## src/rtl/ex_unit_m.sv

```systemverilog
// ============================================================================
// Module   : ex_unit_m
// Brief    : RV32IM execute stage. Forwarding, operand select, ALU, and a
//            multi-cycle multiply/divide engine feeding the EX/MEM register.
// Revision : 1.0 - initial release
// ============================================================================
`default_nettype none

module ex_unit_m #(
    parameter int XLEN    = 32,
    parameter int RA_W    = 5,
    parameter int MUL_LAT = 2
) (
    input  logic            clk,
    input  logic            rst_n,
    input  logic            stall,
    input  logic            flush,
    input  logic            valid_idex,
    input  logic [4:0]      alu_op_idex,
    input  logic            op1_sel_idex,
    input  logic            op2_sel_idex,
    input  logic [XLEN-1:0] pc_idex,
    input  logic [XLEN-1:0] imm_idex,
    input  logic [XLEN-1:0] data_1_idex,
    input  logic [XLEN-1:0] data_2_idex,
    input  logic [RA_W-1:0] rs1_addr_idex,
    input  logic [RA_W-1:0] rs2_addr_idex,
    input  logic [RA_W-1:0] reg_write_addr_idex,
    input  logic            reg_write_en_idex,
    input  logic [XLEN-1:0] alu_res_mem,
    input  logic [RA_W-1:0] reg_write_addr_mem,
    input  logic            reg_write_en_mem,
    input  logic [XLEN-1:0] write_data_wb,
    input  logic [RA_W-1:0] reg_write_addr_wb,
    input  logic            reg_write_en_wb,
    output logic [XLEN-1:0] result_exmem,
    output logic [XLEN-1:0] store_data_exmem,
    output logic [RA_W-1:0] reg_write_addr_exmem,
    output logic            reg_write_en_exmem,
    output logic            valid_exmem,
    output logic            ex_busy
);

    localparam int C_SH_W    = $clog2(XLEN);
    localparam int C_CNT_MAX = (XLEN > MUL_LAT) ? XLEN : MUL_LAT;
    localparam int C_CNT_W   = $clog2(C_CNT_MAX + 1);

    typedef enum logic [1:0] {
        S_IDLE = 2'd0,
        S_MUL  = 2'd1,
        S_DIV  = 2'd2,
        S_DONE = 2'd3
    } state_t;

    state_t               r_state, w_state_nxt;
    logic [C_CNT_W-1:0]   r_cnt, w_cnt_nxt;

    logic [XLEN-1:0] w_fwd_1, w_fwd_2, w_op1, w_op2, w_alu, w_addend, w_sum;
    logic [C_SH_W-1:0] w_shamt;
    logic            w_is_mop, w_issue;

    // Latched M-op context
    logic [XLEN-1:0] r_op_a, r_op_b, r_quo, r_rem, r_dvs;
    logic [2:0]      r_f3;
    logic [RA_W-1:0] r_rd;
    logic            r_we, r_a_neg, r_b_neg;

    // Forwarding: MEM beats WB, x0 is never forwarded
    always_comb begin
        w_fwd_1 = data_1_idex;
        if (reg_write_en_mem && reg_write_addr_mem != '0 && reg_write_addr_mem == rs1_addr_idex)
            w_fwd_1 = alu_res_mem;
        else if (reg_write_en_wb && reg_write_addr_wb != '0 && reg_write_addr_wb == rs1_addr_idex)
            w_fwd_1 = write_data_wb;
        w_fwd_2 = data_2_idex;
        if (reg_write_en_mem && reg_write_addr_mem != '0 && reg_write_addr_mem == rs2_addr_idex)
            w_fwd_2 = alu_res_mem;
        else if (reg_write_en_wb && reg_write_addr_wb != '0 && reg_write_addr_wb == rs2_addr_idex)
            w_fwd_2 = write_data_wb;
    end

    assign w_op1    = op1_sel_idex ? pc_idex  : w_fwd_1;
    assign w_op2    = op2_sel_idex ? imm_idex : w_fwd_2;
    assign w_shamt  = w_op2[C_SH_W-1:0];
    assign w_addend = alu_op_idex[4] ? ~w_op2 : w_op2;
    assign w_sum    = w_op1 + w_addend + {{(XLEN-1){1'b0}}, alu_op_idex[4]};

    always_comb begin
        w_alu = '0;
        case (alu_op_idex)
            5'b00000, 5'b10000: w_alu = w_sum;
            5'b00001: w_alu = w_op1 << w_shamt;
            5'b00010: w_alu = {{(XLEN-1){1'b0}}, $signed(w_op1) < $signed(w_op2)};
            5'b00011: w_alu = {{(XLEN-1){1'b0}}, w_op1 < w_op2};
            5'b00100: w_alu = w_op1 ^ w_op2;
            5'b00101: w_alu = w_op1 >> w_shamt;
            5'b10101: w_alu = $signed(w_op1) >>> w_shamt;
            5'b00110: w_alu = w_op1 | w_op2;
            5'b00111: w_alu = w_op1 & w_op2;
            5'b11000: w_alu = w_op2;
            default:  w_alu = '0;
        endcase
    end

    assign w_is_mop = (alu_op_idex[4:3] == 2'b01);
    assign w_issue  = (r_state == S_IDLE) && valid_idex && w_is_mop && !flush;
    assign ex_busy  = w_issue || (r_state == S_MUL) || (r_state == S_DIV);

    // Divider operands are converted to magnitudes at issue; funct3[0]=0 means signed
    logic            w_div_sgn, w_a_neg, w_b_neg;
    logic [XLEN-1:0] w_a_mag, w_b_mag;
    assign w_div_sgn = !alu_op_idex[0];
    assign w_a_neg   = w_div_sgn && w_fwd_1[XLEN-1];
    assign w_b_neg   = w_div_sgn && w_fwd_2[XLEN-1];
    assign w_a_mag   = w_a_neg ? -w_fwd_1 : w_fwd_1;
    assign w_b_mag   = w_b_neg ? -w_fwd_2 : w_fwd_2;

    // Restoring divide step: one quotient bit per cycle
    logic [XLEN:0] w_trial;
    assign w_trial = {r_rem, r_quo[XLEN-1]} - {1'b0, r_dvs};

    always_comb begin
        w_state_nxt = r_state;
        w_cnt_nxt   = r_cnt;
        case (r_state)
            S_IDLE: if (w_issue) begin
                w_state_nxt = alu_op_idex[2] ? S_DIV : S_MUL;
                w_cnt_nxt   = alu_op_idex[2] ? C_CNT_W'(XLEN) : C_CNT_W'(MUL_LAT);
            end
            S_MUL, S_DIV: begin
                w_cnt_nxt = r_cnt - C_CNT_W'(1);
                if (r_cnt == C_CNT_W'(1))
                    w_state_nxt = S_DONE;
            end
            S_DONE: if (!stall) w_state_nxt = S_IDLE;
            default: w_state_nxt = S_IDLE;
        endcase
        if (flush) begin
            w_state_nxt = S_IDLE;
            w_cnt_nxt   = '0;
        end
    end

    always_ff @(posedge clk or negedge rst_n) begin
        if (!rst_n) begin
            r_state <= S_IDLE;
            r_cnt   <= '0;
        end else begin
            r_state <= w_state_nxt;
            r_cnt   <= w_cnt_nxt;
        end
    end

    always_ff @(posedge clk or negedge rst_n) begin
        if (!rst_n) begin
            r_op_a  <= '0;
            r_op_b  <= '0;
            r_quo   <= '0;
            r_rem   <= '0;
            r_dvs   <= '0;
            r_f3    <= '0;
            r_rd    <= '0;
            r_we    <= 1'b0;
            r_a_neg <= 1'b0;
            r_b_neg <= 1'b0;
        end else if (w_issue) begin
            r_op_a  <= w_fwd_1;
            r_op_b  <= w_fwd_2;
            r_quo   <= w_a_mag;
            r_rem   <= '0;
            r_dvs   <= w_b_mag;
            r_f3    <= alu_op_idex[2:0];
            r_rd    <= reg_write_addr_idex;
            r_we    <= reg_write_en_idex;
            r_a_neg <= w_a_neg;
            r_b_neg <= w_b_neg;
        end else if (r_state == S_DIV) begin
            r_rem <= w_trial[XLEN] ? {r_rem[XLEN-2:0], r_quo[XLEN-1]} : w_trial[XLEN-1:0];
            r_quo <= {r_quo[XLEN-2:0], ~w_trial[XLEN]};
        end
    end

    // Product is formed from the latched operands; MUL_LAT only paces the result
    logic [2*XLEN-1:0] w_mul_a, w_mul_b, w_prod;
    logic              w_a_sx, w_b_sx;
    assign w_a_sx  = (r_f3[1:0] == 2'b01 || r_f3[1:0] == 2'b10) && r_op_a[XLEN-1];
    assign w_b_sx  = (r_f3[1:0] == 2'b01) && r_op_b[XLEN-1];
    assign w_mul_a = {{XLEN{w_a_sx}}, r_op_a};
    assign w_mul_b = {{XLEN{w_b_sx}}, r_op_b};
    assign w_prod  = w_mul_a * w_mul_b;

    logic            w_div_zero, w_div_ovf;
    logic [XLEN-1:0] w_quo_res, w_rem_res, w_m_res;
    assign w_div_zero = (r_op_b == '0);
    assign w_div_ovf  = !r_f3[0] && (r_op_a == {1'b1, {(XLEN-1){1'b0}}}) && (r_op_b == '1);

    always_comb begin
        w_quo_res = (r_a_neg ^ r_b_neg) ? -r_quo : r_quo;
        w_rem_res = r_a_neg ? -r_rem : r_rem;
        if (w_div_zero) begin
            w_quo_res = '1;
            w_rem_res = r_op_a;
        end else if (w_div_ovf) begin
            w_quo_res = r_op_a;
            w_rem_res = '0;
        end
        if (r_f3[2])
            w_m_res = r_f3[1] ? w_rem_res : w_quo_res;
        else
            w_m_res = (r_f3[1:0] == 2'b00) ? w_prod[XLEN-1:0] : w_prod[2*XLEN-1:XLEN];
    end

    always_ff @(posedge clk or negedge rst_n) begin
        if (!rst_n) begin
            result_exmem         <= '0;
            store_data_exmem     <= '0;
            reg_write_addr_exmem <= '0;
            reg_write_en_exmem   <= 1'b0;
            valid_exmem          <= 1'b0;
        end else if (!stall) begin
            if (!flush && r_state == S_DONE) begin
                result_exmem         <= w_m_res;
                store_data_exmem     <= r_op_b;
                reg_write_addr_exmem <= r_rd;
                reg_write_en_exmem   <= r_we;
                valid_exmem          <= 1'b1;
            end else if (!flush && r_state == S_IDLE && !(valid_idex && w_is_mop)) begin
                result_exmem         <= w_alu;
                store_data_exmem     <= w_fwd_2;
                reg_write_addr_exmem <= reg_write_addr_idex;
                reg_write_en_exmem   <= reg_write_en_idex && valid_idex;
                valid_exmem          <= valid_idex;
            end else begin
                result_exmem         <= '0;
                store_data_exmem     <= '0;
                reg_write_addr_exmem <= '0;
                reg_write_en_exmem   <= 1'b0;
                valid_exmem          <= 1'b0;
            end
        end
    end

endmodule

`default_nettype wire

```

## config.mk

```make
export PLATFORM = sky130hd
export DESIGN_NAME = ex_unit_m
export DESIGN_NICKNAME = d
export VERILOG_FILES = /design/src/rtl/ex_unit_m.sv
export SDC_FILE = /design/constraint.sdc
export NUM_CORES = 2
export LEC_CHECK = 0
export CORE_MARGIN = 3
export CORE_UTILIZATION = 50
export CTS_BUF_LIST = sky130_fd_sc_hd__clkbuf_2
export CTS_CLUSTER_DIAMETER = 150
export DETAILED_ROUTE_END_ITERATION = 8
export GPL_ROUTABILITY_DRIVEN = 1
export PLACE_DENSITY = 0.78
export SYNTH_ARGS = -nofsm -noshare
export SYNTH_HDL_FRONTEND = slang
export SYNTH_SLANG_ARGS = --single-unit
```

## constraint.sdc

```tcl
create_clock -name clk -period 8.6 [get_ports clk]
set_input_delay 0.86 -clock clk [delete_from_list [all_inputs] [get_ports clk]]
set_output_delay 0.86 -clock clk [all_outputs]
set_load 0.03 [all_outputs]
```

# Word-level counts from Yosys, hierarchy flattened
# Index checks and enable logic that the tools add are counted.
# totals
register_bits	250
out_inout_bits	72
# op_classes
n_addsub	8
n_mul	1
n_lt_le_gt_ge	2
n_eq_ne	26
shift	3
mux	44
n_bitwise	6
n_reduce_logical	39
# op_table
cell	n
$mux 32	27
$pmux 32 s10	1
$neg 32->32	4
$eq 32x32->1 const B	2
$lt 32x32->1	2
$mul 33x33->64	1
$sub 33x32->33	1
$add 32x1->32	1
$add 32x32->32	1
$and 32x32->32	1
$logic_not 32->1	1
$not 32->32	1
$or 32x32->32	1
$shl 32x5->32	1
$shr 32x5->32	1
$sshr 32x5->32	1
$xor 32x32->32	1
$eq 5x3->1 const B	4
$eq 5x5->1	4
$logic_and 1x1->1	20
$mux 6	3
$eq 5x5->1 const B	3
$pmux 6 s2	1
$eq 5x2->1 const B	2
22 further kinds	44

# Depth between registers and ports, before layout
# depth
word_depth	13
depth_mapped	35

# Worst setup path after synthesis
# No wires, ideal clock.
# synth_path
path_type	flip-flop to flip-flop
from	reg r_f3[1]
to	reg result_exmem[30]
setup_time_ns	0.124
t_arrival_ns	8.756
setup_slack_ns	-0.280
path_stages_with_launch	34
n_path_buf	3
period_less_slack_ns	8.880
path_cell_list	dfrtp_1 -> inv_2 -> clkbuf_1 -> ha_1 -> and2_0 -> clkbuf_1 -> nand2_1 -> inv_1 -> fa_1 -> inv_1 -> fa_1 -> inv_1 -> fa_1 -> fa_1 -> inv_1 -> fa_1 -> inv_1 -> fa_1 -> inv_1 -> fa_1 -> fa_1 -> inv_1 -> ha_1 -> clkbuf_1 -> and4_1 -> nand3_1 -> o311ai_0 -> a21oi_1 -> nor2b_1 -> a41oi_1 -> o311a_1 -> o21ai_0 -> a21oi_1 -> a211o_1
# synth_via
elab_chain_cells	7
# synth_rtl
item	line	source
start: declaration	64	logic [2:0] r_f3;
start signal: assignment	172	r_f3 <= alu_op_idex[2:0];
$eq 2x1->1 or $eq 2x2->1 (tied branches)	186, 187	
$logic_or 1x1->1	186	assign w_a_sx = (r_f3[1:0] == 2'b01 || r_f3[1:0] == 2'b10) && r_op_a[XLEN-1];
$logic_and 1x1->1	186	
$mul 33x33->64	190	assign w_prod = w_mul_a * w_mul_b;
$mux 32	210	w_m_res = (r_f3[1:0] == 2'b00) ? w_prod[XLEN-1:0] : w_prod[2*XLEN-1:XLEN];
$mux 32 (*)	207	if (r_f3[2])
$mux 32 (*)	221	if (!flush && r_state == S_DONE) begin
end signal: assignment	222	result_exmem <= w_m_res;
end signal: assignment	228	result_exmem <= w_alu;
end: declaration	36	output logic [XLEN-1:0] result_exmem,
# Every way passes the cells marked *; elsewhere a longest branch is shown, timed or not.
# A chain may end at the register's enable or synchronous reset.

# Worst setup path after layout
# layout_path
from	reg r_op_a[22]
to	reg result_exmem[4]
# layout_via
elab_chain_cells	8
# layout_rtl
item	line	source
start: declaration	63	logic [XLEN-1:0] r_op_a, r_op_b, r_quo, r_rem, r_dvs;
start signal: assignment	167	r_op_a <= w_fwd_1;
branches (longest 6 deep; another with $mul 33x33->64)	n/a	
$mux 32 (*)	207	
$mux 32 (*)	221	
# Mark *: on every way between the ends.

==> metrics.txt <==
Placer Congestion approximately 1.1; slowest cell on the critical path dfrtp_1; HP Class primary input to flop; Initial Utilization 0.5071; synthesized area approximately 66,000 um^2; routing usage on met3 0.1043; IO Port Bufs about 300; CTS clk-pin slew, worst paths 0.11 ns; WP data required between 9 and 10 ns; RSZ-0062 raised after global routing yes; Global Route Usage Sum 0.3900; FMAX between 100 and 150 MHz; final worst slack -0.02480 ns; CTS tree done; Yosys reg bits 249; startpoint types flop; Synth top area share 0.3410; antenna-violating nets left 0; # rows 132; most frequent cells in the layout 1,367 x inv_1, 1,290 x nand2_1, 1,120 x fa_1, 377 x ha_1, 372 x o21ai_0; final hold vios 0; r2r setup slk -0.02 ns; clk buf depth 3; met2 track demand over resource 0.5934; GR Util met1 0.4993; Synth warnings 0; violated checks max-capacitance violations, negative setup slack; WP data arrival around 9.6 ns; die height 369.8 um; Setup CP Type flop to flop; terminus of the critical flop-to-flop path result_exmem[4]; sequential cell area 6242 um^2; Die X approximately 370 um; clk root buf clkbuf_2; post-layout minimum cycle time 8.625 ns; CP endpoint kind flop; CP max FO 11; end of the critical path result_exmem[4]; CP max stage delay 0.65 ns; CTS buffer count 76; most frequent CP cell fa_1; htree depth 3; hold path depth 3; final-stage net count 9,971; DRT Pass-1 Iters 6; worst flop-to-flop path startpoint r_op_a[22]; post-synthesis sequential area ratio 0.09417; WP buf/inv 6; Synth area leaders fa_1 34%, dfrtp_1 9.4%, inv_1 7.8%; pre-CTS setup slack 0.03802 ns; R2R depth 26; Routed WL per cell roughly 27 um; layout cells sized above 1 0.08223; largest area contributor in the netlist fa_1; Worst-Skew Late Latency 1.28 ns; crit-path leading delay family adder cells; largest net degree at the start of global routing 98; area grow syn2layout 11.26%; area of the core region 130,500 um^2; Slew Viols, Final 0; Netlist cell types approximately 100; Clock Skew 0.2250 ns; total congestion overflow 0; period utilization 1.003; Avg Vias per Cell 6.144; worst rel slew slack 0.01109; Post-Route WL 267,300 um; CP startpoint r_op_a[22]; Mapped Nets 9,738; syn avg cell area 8.276 um^2; Worst path depth 26; gr busiest metal met2; initial antenna violation count 30; first-pass GRT wire length 399,700 um; Max Cap Violations 1; Fillers 11,770; commonest non-fill, non-tap cell in the layout inv_1; multi-input logic area between 50,000 and 60,000 um^2; total die area about 140,000 um^2; Via Count between 60,000 and 70,000; post-DP HPWL ~220,000 um; First DRT Iteration DRCs 7,117; number of synthesized flops with an enable pin 0; asr flop ratio synth 1.000; Syn Inst Count 7,995; drc violations 0; outcome finished, violations left; final number of setup-violating endpoints 1; Clock Sinks between 200 and 250; num ports 304; Hold WS 0.1559 ns; Worst-Margin Slew 1.468 ns; ys flop type dfrtp_1; number of global-route vias before repair 62,650
[cells in the mapped netlist, types with 23 or more instances]
library cell and number:
or2_2 26, xor2_1 83, inv_1 1373, or3_1 26, a21oi_1 328, clkbuf_1 455
o211ai_1 31, mux2i_1 261, a31oi_1 56, nor2_1 268, nor3_1 102, and2_1 289
o21ai_0 385, xnor2_1 186, a21o_1 86, a221oi_1 23, nand3_1 73, o22ai_1 58
o221ai_1 27, nand4_1 52, a211oi_1 34, o21bai_1 24, a22oi_1 79, nor2b_1 34
nor4_1 28, o21a_1 34, o31ai_1 56, fa_1 1127, nand2b_1 45, buf_1 33
nand2_1 1292, ha_1 384, and3_1 43, dfrtp_1 249
[sequential cells by signal, summed over array words and instances, names as in the netlist]
name	count
r_op_a	32
r_op_b	32
r_quo	32
r_rem	32
result_exmem	32
store_data_exmem	32
r_dvs	31
r_cnt	6
r_rd	5
reg_write_addr_exmem	5
r_f3	3
r_state	2
r_a_neg	1
r_b_neg	1
r_we	1
reg_write_en_exmem	1
valid_exmem	1
[final cells by class]
type,count,area share
Timing Repair Buffer,680,0.08442
Sequential cell,249,0.08479
Inverter,1381,0.07046
Clock inverter,33,0.002872
Tap cell,1742,0.02961
Clock buffer,99,0.006730
Antenna cell,19,0.0006458
Multi-Input combinational cell,5840,0.7205
[through the flow]
step           setup TNS [ns]  std cells  cell area [um^2]  utilization
2_1_floorplan               0       7995             66190            -
3_3_place_gp                0       9882             72520       0.5558
3_5_place_dp                0       9882             72520       0.5558
4_1_cts                     0      10020             73260       0.5615
5_1_grt               -0.4976      10030             73580       0.5640
6_report             -0.02480      10040             73620       0.5642
[worst min-delay path by stage]
stage	end	slack [ns]	start
global placement	r_rd[4]	0.46	r_rd[4]
finish	r_rd[0]	0.16	reg_write_addr_idex[0]
detailed placement	r_rd[0]	0.46	r_rd[0]
CTS	r_rd[3]	0.11	reg_write_addr_idex[3]
floorplan	r_rd[0]	0.45	r_rd[0]
global route	r_rd[3]	0.15	reg_write_addr_idex[3]
[routing by layer]
layer	wire length (um)	up-vias
met1	99350	30630
met4	19270	12
met2	116900	4060
met5	70	-
met3	31630	972
li1	-	26030
[cell families after synthesis]
kind of cell,after synthesis,synth area share
xor+xnor,269,0.03561
compound gates,1423,0.1380
flops,249,0.09417
fa+ha+maj,1511,0.4136
mux,302,0.04858
simple gates,2335,0.1604
buf+inv,1906,0.1097
[worst min-delay path, cell delays in order]
cell,delay (ns)
clkdlybuf4s50_1,0.43
nand2_1,0.07
nand2_1,0.04
[repair_timing]
item,CTS,global route
gates resized for setup,3,75
hold buffers,1,0
endpoints found under the setup margin,4,28
buffers inserted,0,9
pin swaps,2,22
hold endpoints to repair,86,0
Power is left out: the tool's default activity adds up to more than one toggle a clock period on the data nets, which glitch-free logic cannot reach.
